$ cat src/rtl/sa_multi_stream_gen_pkg.sv
// Shared types and helpers for the multi-channel SA bitstream generator.
package sa_multi_stream_gen_pkg;

    typedef enum logic {
        StIdle,
        StRun
    } state_e;

    localparam int unsigned DEF_N  = 7;
    localparam int unsigned L_HALF = 1 << (DEF_N - 1);

    // Accumulator start value for channel c; mode 1 staggers channels evenly around the ring.
    function automatic int unsigned sa_phase_init(int unsigned c, int unsigned n,
                                                  int unsigned ch, int unsigned mode);
        int unsigned l;
        l = 1 << n;
        if (mode == 0) begin
            return l / 2;
        end
        return (l / 2 + (c * l) / ch) % l;
    endfunction

endpackage

$ cat src/rtl/sa_multi_stream_gen_if.sv
// Beat bus from the SA generator to the decompressor datapath.
interface sa_multi_stream_gen_if #(
    parameter int unsigned N  = 7,
    parameter int unsigned CH = 4
) ();

    logic          bs_valid;
    logic          bs_ready;
    logic [CH-1:0] bs_bits;
    logic          bs_last;
    logic [N-1:0]  bs_idx;

    modport master (
        output bs_valid,
        output bs_bits,
        output bs_last,
        output bs_idx,
        input  bs_ready
    );

    modport slave (
        input  bs_valid,
        input  bs_bits,
        input  bs_last,
        input  bs_idx,
        output bs_ready
    );

endinterface

$ cat src/rtl/sa_multi_stream_gen_channel.sv
// One SA channel: k register plus overflow accumulator; the carry is the stochastic bit.
module sa_multi_stream_gen_channel #(
    parameter int unsigned N = 7
) (
    input  logic         clk,
    input  logic         rst_n,
    input  logic         load,
    input  logic         reinit,
    input  logic         advance,
    input  logic [N-1:0] k,
    input  logic [N-1:0] init_val,
    output logic         carry
);

    localparam logic [N-1:0] AccRst = {1'b1, {(N - 1){1'b0}}};

    logic [N-1:0] acc_q;
    logic [N-1:0] k_q;
    logic [N:0]   sum;

    assign sum   = {1'b0, acc_q} + {1'b0, k_q};
    assign carry = sum[N];

    // Reinit (abort) outranks a same-cycle load or advance.
    always_ff @(posedge clk or negedge rst_n) begin
        if (!rst_n) begin
            acc_q <= AccRst;
            k_q   <= '0;
        end else if (reinit) begin
            acc_q <= init_val;
        end else if (load) begin
            k_q   <= k;
            acc_q <= init_val;
        end else if (advance) begin
            acc_q <= sum[N-1:0];
        end
    end

endmodule

$ cat src/rtl/sa_multi_stream_gen.sv
// Multi-channel streaming-accurate bitstream generator: CH channels share one beat index.
module sa_multi_stream_gen
    import sa_multi_stream_gen_pkg::*;
#(
    parameter int unsigned N          = 7,
    parameter int unsigned CH         = 4,
    parameter int unsigned PHASE_MODE = 0
) (
    input  logic                 clk,
    input  logic                 rst_n,
    input  logic                 cfg_valid,
    output logic                 cfg_ready,
    input  logic [CH*N-1:0]      cfg_k,
    input  logic [N:0]           cfg_len,
    input  logic                 abort,
    sa_multi_stream_gen_if.master bs,
    output logic                 busy
);

    localparam logic [N:0] LenFull = {1'b1, {N{1'b0}}};

    state_e        state_q;
    logic [N:0]    len_q;
    logic [N-1:0]  idx_q;
    logic [N:0]    len_eff;
    logic [CH-1:0] raw_bits;
    logic          run;
    logic          last;
    logic          load;
    logic          advance;

    assign run     = (state_q == StRun);
    assign last    = ({1'b0, idx_q} == (len_q - 1'b1));
    assign load    = cfg_valid & ~run & ~abort;
    assign advance = run & bs.bs_ready & ~abort;
    assign len_eff = (cfg_len == '0 || cfg_len > LenFull) ? LenFull : cfg_len;

    for (genvar c = 0; c < CH; c++) begin : g_ch
        localparam logic [N-1:0] Init = N'(sa_phase_init(c, N, CH, PHASE_MODE));

        sa_multi_stream_gen_channel #(
            .N (N)
        ) u_channel (
            .clk      (clk),
            .rst_n    (rst_n),
            .load     (load),
            .reinit   (abort),
            .advance  (advance),
            .k        (cfg_k[c*N +: N]),
            .init_val (Init),
            .carry    (raw_bits[c])
        );
    end

    always_ff @(posedge clk or negedge rst_n) begin
        if (!rst_n) begin
            state_q <= StIdle;
            len_q   <= LenFull;
            idx_q   <= '0;
        end else if (abort) begin
            state_q <= StIdle;
            idx_q   <= '0;
        end else begin
            unique case (state_q)
                StIdle: begin
                    if (cfg_valid) begin
                        len_q   <= len_eff;
                        idx_q   <= '0;
                        state_q <= StRun;
                    end
                end
                StRun: begin
                    if (bs.bs_ready) begin
                        if (last) begin
                            idx_q   <= '0;
                            state_q <= StIdle;
                        end else begin
                            idx_q <= idx_q + 1'b1;
                        end
                    end
                end
                default: state_q <= StIdle;
            endcase
        end
    end

    // Bus fields are zeroed whenever no beat is offered.
    assign bs.bs_valid = run;
    assign bs.bs_bits  = run ? raw_bits : '0;
    assign bs.bs_last  = run & last;
    assign bs.bs_idx   = run ? idx_q : '0;
    assign cfg_ready   = ~run;
    assign busy        = run;

endmodule

$ cat src/flat_wrapper.sv
// flat-port wrapper written by rule: the top's interface ports become plain ports
module sa_multi_stream_gen_flat import sa_multi_stream_gen_pkg::*;
#(
    parameter int unsigned N          = 7,
    parameter int unsigned CH         = 4,
    parameter int unsigned PHASE_MODE = 0
)
  (clk, rst_n, cfg_valid, cfg_ready, cfg_k, cfg_len, abort, busy, bs_bs_valid, bs_bs_bits, bs_bs_last, bs_bs_idx, bs_bs_ready);
  sa_multi_stream_gen_if #(.N(N), .CH(CH)) bs_i ();
  input  logic clk;
  input  logic rst_n;
  input  logic cfg_valid;
  output logic cfg_ready;
  input  logic [CH*N-1:0] cfg_k;
  input  logic [N:0] cfg_len;
  input  logic abort;
  output logic busy;
  output wire logic [$bits(bs_i.bs_valid)-1:0] bs_bs_valid;
  output wire logic [$bits(bs_i.bs_bits)-1:0] bs_bs_bits;
  output wire logic [$bits(bs_i.bs_last)-1:0] bs_bs_last;
  output wire logic [$bits(bs_i.bs_idx)-1:0] bs_bs_idx;
  input wire logic [$bits(bs_i.bs_ready)-1:0] bs_bs_ready;
  assign bs_bs_valid = bs_i.bs_valid;
  assign bs_bs_bits = bs_i.bs_bits;
  assign bs_bs_last = bs_i.bs_last;
  assign bs_bs_idx = bs_i.bs_idx;
  assign bs_i.bs_ready = bs_bs_ready;
  sa_multi_stream_gen #(.N(N), .CH(CH), .PHASE_MODE(PHASE_MODE)) u_core (.clk(clk), .rst_n(rst_n), .cfg_valid(cfg_valid), .cfg_ready(cfg_ready), .cfg_k(cfg_k), .cfg_len(cfg_len), .abort(abort), .bs(bs_i), .busy(busy));
endmodule
$ cat config.mk
export PLATFORM = sky130hd
export DESIGN_NAME = sa_multi_stream_gen_flat
export DESIGN_NICKNAME = d
export VERILOG_FILES = /design/src/rtl/sa_multi_stream_gen_pkg.sv /design/src/rtl/sa_multi_stream_gen_if.sv /design/src/rtl/sa_multi_stream_gen_channel.sv /design/src/rtl/sa_multi_stream_gen.sv /design/src/flat_wrapper.sv
export SDC_FILE = /design/constraint.sdc
export NUM_CORES = 1
export LEC_CHECK = 0
export BUFFER_PORTS_ARGS = -buffer_cell sky130_fd_sc_hd__clkbuf_2
export CAP_MARGIN = 20
export CORE_MARGIN = 1.5
export CORE_UTILIZATION = 53
export DETAILED_ROUTE_END_ITERATION = 6
export PLACE_DENSITY = 0.86
export SETUP_SLACK_MARGIN = 0.1
export SLEW_MARGIN = 30
export SYNTH_ARGS = -nofsm -noshare
export SYNTH_HDL_FRONTEND = slang
export SYNTH_HIERARCHICAL = 1
export SYNTH_SLANG_ARGS = --single-unit
$ cat constraint.sdc
create_clock -name clk -period 2.45 [get_ports clk]
set_clock_uncertainty 0.15 [all_clocks]
set_input_delay 0.1225 -clock clk [delete_from_list [all_inputs] [get_ports clk]]
set_output_delay 0.1225 -clock clk [all_outputs]
set_load 0.01 [all_outputs]
; ---- Word level (Yosys, flattened, before mapping)
; Cells that the tools add are included.
[word_totals]
regBits = 72
input_bits = 41
out_inout_bits = 15
[classes]
order_cmp = 1
n_eq_ne = 3
addsub = 6
n_bitwise = 7
n_reduce_logical = 6
mux = 25
[ops]
columns = op, count
row1 = 7-bit 2-to-1 mux, 17
row2 = 7-bit by 7-bit adder with 8-bit output, 4
row3 = 7-bit case mux with 2 select lines, 1
row4 = 7-bit by 8-bit equality test with 1-bit output, 1
row5 = "8-bit greater-than comparator, second input constant", 1
row6 = 8-bit zero test, 1
row7 = 8-bit 2-to-1 mux, 1
row8 = "8-bit by 1-bit subtractor with 8-bit output, second input constant", 1
row9 = "7-bit by 1-bit adder with 7-bit output, second input constant", 1
row10 = 1-bit AND, 5
row11 = 1-bit 2-to-1 mux, 4
row12 = 4-bit 2-to-1 mux, 1
row13 = 2-bit AND reduction, 2
row14 = "3-bit by 2-bit != test with 1-bit output, second input constant", 1
row15 = "3-bit != test, second input constant", 1
row16 = 3-bit AND reduction, 1
row17 = 3-bit nonzero test, 1
row18 = 1-bit NOT, 2
row19 = 1-bit case mux with 2 select lines, 1
row20 = 1-bit logical OR, 1

; ---- Depth between registers and ports, before layout
[depth]
ltp_word = 6
ltp_mapped = 8
mapped_depth_nobuf = 8

; ---- By module
; The synthesis kept the hierarchy.
[modules_own_cells]
columns = mod, n_inst, seq_area_each_um2, area_each_um2, cells_each
row1 = sa_multi_stream_gen_channel, 4, 351.6, 860.8, 84
row2 = sa_multi_stream_gen, 1, 401.6, 1118.6, 128

; ---- Least setup slack after synthesis
; OpenSTA, ideal clock, no wires.
[synth_timing]
path_kind = flip-flop to flip-flop
startpoint = register u_core.len_q[0]
endpoint = register u_core.idx_q[2]
path_buffers = 0
setup_time_ns = 0.126
stages_incl_launch_ff = 7
period_less_slack_ns = 2.646
slack_ns = -0.196
arrival_time_ns = 2.370
t_required_ns = 2.174
path_cell_list = dfrtp_1 -> or4_4 -> o21a_1 -> or4_4 -> a311oi_4 -> nor2_2 -> a221o_1
[synth_via]
elab_chain_len = 6
[synth_lines]
columns = item, line_no
row1 = from (decl), sa_multi_stream_gen.sv:23  ; logic [N:0] len_q;
row2 = from (signal assigned), sa_multi_stream_gen.sv:58  ; len_q <= LenFull;
row3 = from (signal assigned), sa_multi_stream_gen.sv:67  ; len_q <= len_eff;
row4 = 8-bit by 1-bit subtractor with 8-bit output, sa_multi_stream_gen.sv:33  ; assign last = ({1'b0, idx_q} == (len_q - 1'b1));
row5 = 7-bit by 8-bit equality test with 1-bit output, sa_multi_stream_gen.sv:33
row6 = 7-bit 2-to-1 mux, sa_multi_stream_gen.sv:74  ; if (last) begin
row7 = 7-bit 2-to-1 mux, sa_multi_stream_gen.sv:73  ; if (bs.bs_ready) begin
row8 = 7-bit case mux with 2 select lines, sa_multi_stream_gen.sv:64  ; unique case (state_q)
row9 = 7-bit 2-to-1 mux, sa_multi_stream_gen.sv:60  ; end else if (abort) begin
row10 = to (signal assigned), sa_multi_stream_gen.sv:78  ; idx_q <= idx_q + 1'b1;
row11 = to (decl), sa_multi_stream_gen.sv:24  ; logic [N-1:0] idx_q;
; No other way between the ends. The select of a mux whose other input is x is not followed.
; A chain may end at the register's enable or synchronous reset.

; ---- Worst setup path after layout
[layout_timing]
startpoint = register u_core.len_q[0]
endpoint = output port bs_bs_last
[layout_via]
elab_chain_len = 3
[layout_lines]
columns = item, line_no
row1 = 8-bit by 1-bit subtractor with 8-bit output, sa_multi_stream_gen.sv:33
row2 = 7-bit by 8-bit equality test with 1-bit output, sa_multi_stream_gen.sv:33
row3 = 1-bit AND, sa_multi_stream_gen.sv:90  ; assign bs.bs_last = run & last;
row4 = to (decl), flat_wrapper.sv:20  ; output wire logic [$bits(bs_i.bs_last)-1:0] bs_bs_last;
; No other way between the ends.

==> impl_summary.log <==
INFO  metric max_freq = 350 MHz
INFO  metric worst-path-buf-inv = 1
INFO  metric io_buffer_count = 55
INFO  metric cpPeakStageDelay = 0.52 ns
INFO  metric drt_first_iter_violations = 206
INFO  metric place_ws = -0.253 ns
INFO  metric detailed_routing_iteration_count_for_the_pre_antenna_repair_pass = 4
INFO  metric detail_route.wl_per_cell = 15.6 µm
INFO  metric critPathMostFrequentCell = sky130_fd_sc_hd__or4_4
INFO  metric p_switching = 1430 µW
INFO  metric cts.sink_count = 72
INFO  metric type_of_the_worst_min_delay_path = in -> async
INFO  metric period_minus_slack = 2.86 ns
INFO  metric share_of_synthesized_area_occupied_by_flip_flops_and_latches = 39.6%
INFO  metric setup_ws = -0.409 ns
INFO  metric arrival = 2.59 ns
INFO  metric syn2layout_area_growth = 32.4%
INFO  metric ys_dominant_reg_cell = sky130_fd_sc_hd__dfrtp_1
INFO  metric synth_top_cell_area_share = 36.8%
INFO  metric violations = setup timing
INFO  metric rsz0062_at_grt = true
INFO  metric global_route_wire_length_before_repair = 18000 µm
INFO  metric core = 8260 µm²
INFO  metric detailedPlacementHpwl = 6910 µm
INFO  metric number_of_hold_violations_in_the_final_report = 0
INFO  metric power.clock.fraction = 25.1%
INFO  metric first_global_vias = 3994
INFO  metric num_rows = 33
INFO  metric synth.avg_cell_area = 9.83 µm²
INFO  metric clkTransAtPathRegs = 0.09 ns
INFO  metric chip_height = 95.8 µm
INFO  metric wl = 11300 µm
INFO  metric die-width = 95.8 µm
INFO  metric timing.critical_path.required = 2.18 ns
INFO  metric layout-drive-gt1-share = 27.1%
INFO  metric internal-power = 2790 µW
INFO  metric max-cap-violations = 0
INFO  metric postSynthRegisterBits = 72
INFO  metric fill_cells = 526
INFO  metric yosys_warnings = 6
INFO  metric cts-buffers-inserted = 9
INFO  metric gr_usage_total = 25.3%
INFO  metric outcome = finished with violations
INFO  metric timing.critical_path.max_delay_family = simple AND/OR/NAND/NOR gates
INFO  metric design.die.area = 9170 µm²
INFO  metric finalSetupViolCount = 9
INFO  metric comb_power_share = 39.0%
INFO  metric kind_of_start_point_of_the_critical_path = register
INFO  metric report.final.slew_viol_count = 0
INFO  metric post-synth-top-area-cell = sky130_fd_sc_hd__dfrtp_1
INFO  metric crit_fanout = 2
INFO  metric crit_path_cell_trace = or4_4 > o21a_1 > or4_4 > a311oi_4 > and2_4 > buf_6
INFO  metric drc_errors = 0
INFO  metric post_synth_main_area_contributors = sky130_fd_sc_hd__dfrtp_1 37%, sky130_fd_sc_hd__ha_1 8.2%, sky130_fd_sc_hd__mux2_2 6.9%
INFO  metric power_switching_share = 33.8%
INFO  metric critPathSlowestCell = sky130_fd_sc_hd__or4_4
INFO  metric fin_total_pwr = 4220 µW
INFO  metric floorplan.initialDensity = 55.2%
INFO  metric antenna_violating_nets_post_route = 0
INFO  metric finalWeightedCongestion = 0.913
INFO  metric nNetsFinal = 691
INFO  metric timing.final.crit_share = 117%
INFO  metric synth_cells = 464
INFO  metric htreeDepth = 3
INFO  metric synth_area = 4560 µm²
INFO  metric pin_count = 56
INFO  metric cellLeakagePower = 0.00276 µW
INFO  metric viasPerCell = 5.52
INFO  metric synth_enable_flop_cells = 0
INFO  metric clock_tree_from_tritoncts = done
INFO  metric critPathCaptureType = output port
INFO  metric routed-via-count = 4007
INFO  metric ir_worst_vdd = 446 µV
INFO  metric async_reset_ff_share = 100%
INFO  metric yosysUniqueCellTypes = 47
INFO  metric antenna-diode-count = 0
INFO  metric antenna_found_initial = 0
INFO  metric setup.worst_path.class = reg -> out
INFO  metric grt_start_max_net_pins = 73
INFO  metric cts-root-to-sink-buffers = 2
INFO  metric power_density = 699 nW/µm²
INFO  metric insertion_delay = 0.36 ns
INFO  metric clock-root-buffer = sky130_fd_sc_hd__clkbuf_8
INFO  metric seq_power_share = 36.0%
INFO  metric overflow = 0
-- cells in the mapped netlist (5+ instances only) --
cell and number:
sky130_fd_sc_hd__mux2i_1 16, sky130_fd_sc_hd__mux2_2 28, sky130_fd_sc_hd__dfrtp_1 67, sky130_fd_sc_hd__a211oi_1 6, sky130_fd_sc_hd__nor3_1 5, sky130_fd_sc_hd__o31a_1 5, sky130_fd_sc_hd__xor2_1 11, sky130_fd_sc_hd__buf_4 5
sky130_fd_sc_hd__nor2_1 35, sky130_fd_sc_hd__nand2b_1 9, sky130_fd_sc_hd__o21ai_0 54, sky130_fd_sc_hd__dfstp_2 5, sky130_fd_sc_hd__and2_1 12, sky130_fd_sc_hd__buf_2 8, sky130_fd_sc_hd__nand2_1 22, sky130_fd_sc_hd__nor2b_1 7
sky130_fd_sc_hd__xnor2_1 11, sky130_fd_sc_hd__clkbuf_1 5, sky130_fd_sc_hd__inv_1 25, sky130_fd_sc_hd__o21a_1 5, sky130_fd_sc_hd__a21oi_1 34, sky130_fd_sc_hd__a21o_1 7, sky130_fd_sc_hd__ha_1 30
-- cell usage in the layout, fill, tap and decap left out, types with 12 or more instances in the layout --
master and instances:
sky130_fd_sc_hd__dfrtp_1 67, sky130_fd_sc_hd__clkbuf_2 53, sky130_fd_sc_hd__o21ai_0 49, sky130_fd_sc_hd__dlygate4sd3_1 47, sky130_fd_sc_hd__nor2_1 35, sky130_fd_sc_hd__a21oi_1 33, sky130_fd_sc_hd__conb_1 28, sky130_fd_sc_hd__mux2_2 28
sky130_fd_sc_hd__buf_4 26, sky130_fd_sc_hd__ha_1 26, sky130_fd_sc_hd__inv_1 24, sky130_fd_sc_hd__nand2_1 22, sky130_fd_sc_hd__mux2i_1 16, sky130_fd_sc_hd__and2_1 12
-- per-stage QoR --
stage | hold slack [ns] | cells | TNS (ns) | area (µm²) | util, %
3_3_place_gp | 0.0249 | 657 | -1.11 | 5170 | 62.6
5_1_grt | 0.218 | 726 | -3.60 | 6040 | 73.2
3_5_place_dp | 0.0344 | 657 | -1.59 | 5170 | 62.6
2_1_floorplan | -0.323 | 490 | -0.700 | 4660 | -
4_1_cts | 0.196 | 721 | -2.60 | 5880 | 71.2
6_report | 0.159 | 726 | -3.05 | 6040 | 73.2
-- state kept, by name, indices dropped and copies added (netlist names) --
signal / flops
u_core/len_q: 8
u_core/idx_q: 7
u_core/g_ch.u_channel/k_q: 28
u_core/bs.bs_valid: 1
u_core/g_ch.u_channel/acc_q: 28
-- routing by layer --
metal | share of wire (%) | wire (µm) | vias to the layer above | track usage [%]
met5 | 0 | 0 | - | 0
met4 | 2.6 | 297 | 0 | 11.5
met3 | 3.4 | 390 | 28 | 4.42
met2 | 52 | 5890 | 115 | 44.1
met1 | 42 | 4720 | 1944 | 30.4
li1 | - | - | 1920 | -
-- final timing paths --
path	endpoint	slack (ns)	from	depth (start not counted)
max	bs_bs_last	-0.41	u_core/len_q[0]	6
min	u_core/g_ch[0].u_channel/k_q[3]	0.16	rst_n	3
max reg2reg	u_core/idx_q[2]	-0.40	u_core/len_q[0]	8
min reg2reg	u_core/g_ch[2].u_channel/k_q[6]	0.37	u_core/g_ch[2].u_channel/k_q[6]	1
max in group asynchronous	u_core/g_ch[1].u_channel/acc_q[6]	1.60	rst_n	3
min in group clk	u_core/g_ch[2].u_channel/k_q[6]	0.37	u_core/g_ch[2].u_channel/k_q[6]	1
-- logic make-up (layout without fill, tap and decap cells) --
group	after synthesis	after routing	share of synthesized area, %
AOI/OAI and AO/OA	129	129	17.4
xor gates and xnor gates	22	22	4.22
adders and majority gates	34	34	9.98
buffers and inverters	43	174	4.17
DFF	72	72	39.6
muxes	44	44	10.4
other	2	28	0.165
and+or+nand+nor	118	118	14.0
-- cell type report --
type,count,area [µm²],share of cell area (%)
multi-input combinational,375,2770,45.9
sequential,72,1810,29.9
timing repair buffer,133,1010,16.8
tap,105,131,2.17
clock buffer,9,124,2.05
clock inverter,7,96.3,1.59
inverter,25,96.3,1.59
-- power groups by stage --
stage                     clock, µW  sequential, µW  combinational (µW)
after floorplan                   0            1480                1090
after global placement            0            1520                1330
after CTS                      1070            1510                1500
final                          1060            1520                1650
after detailed placement          0            1530                1410
after global routing           1140            1540                1830
-- what timing repair did --
item	CTS	global route
hold buffers	47	0
endpoints found under the setup margin	9	13
buffers inserted	1	5
gates resized for setup	2	29
pin swaps	2	6
hold endpoints to repair	109	0
-- tightest hold or removal path, stage by stage --
cell and delay, ns:
sky130_fd_sc_hd__dlygate4sd3_1 0.52, sky130_fd_sc_hd__buf_2 0.12, sky130_fd_sc_hd__buf_12 0.31
No activity file was read; power rests on OpenSTA's default activity.
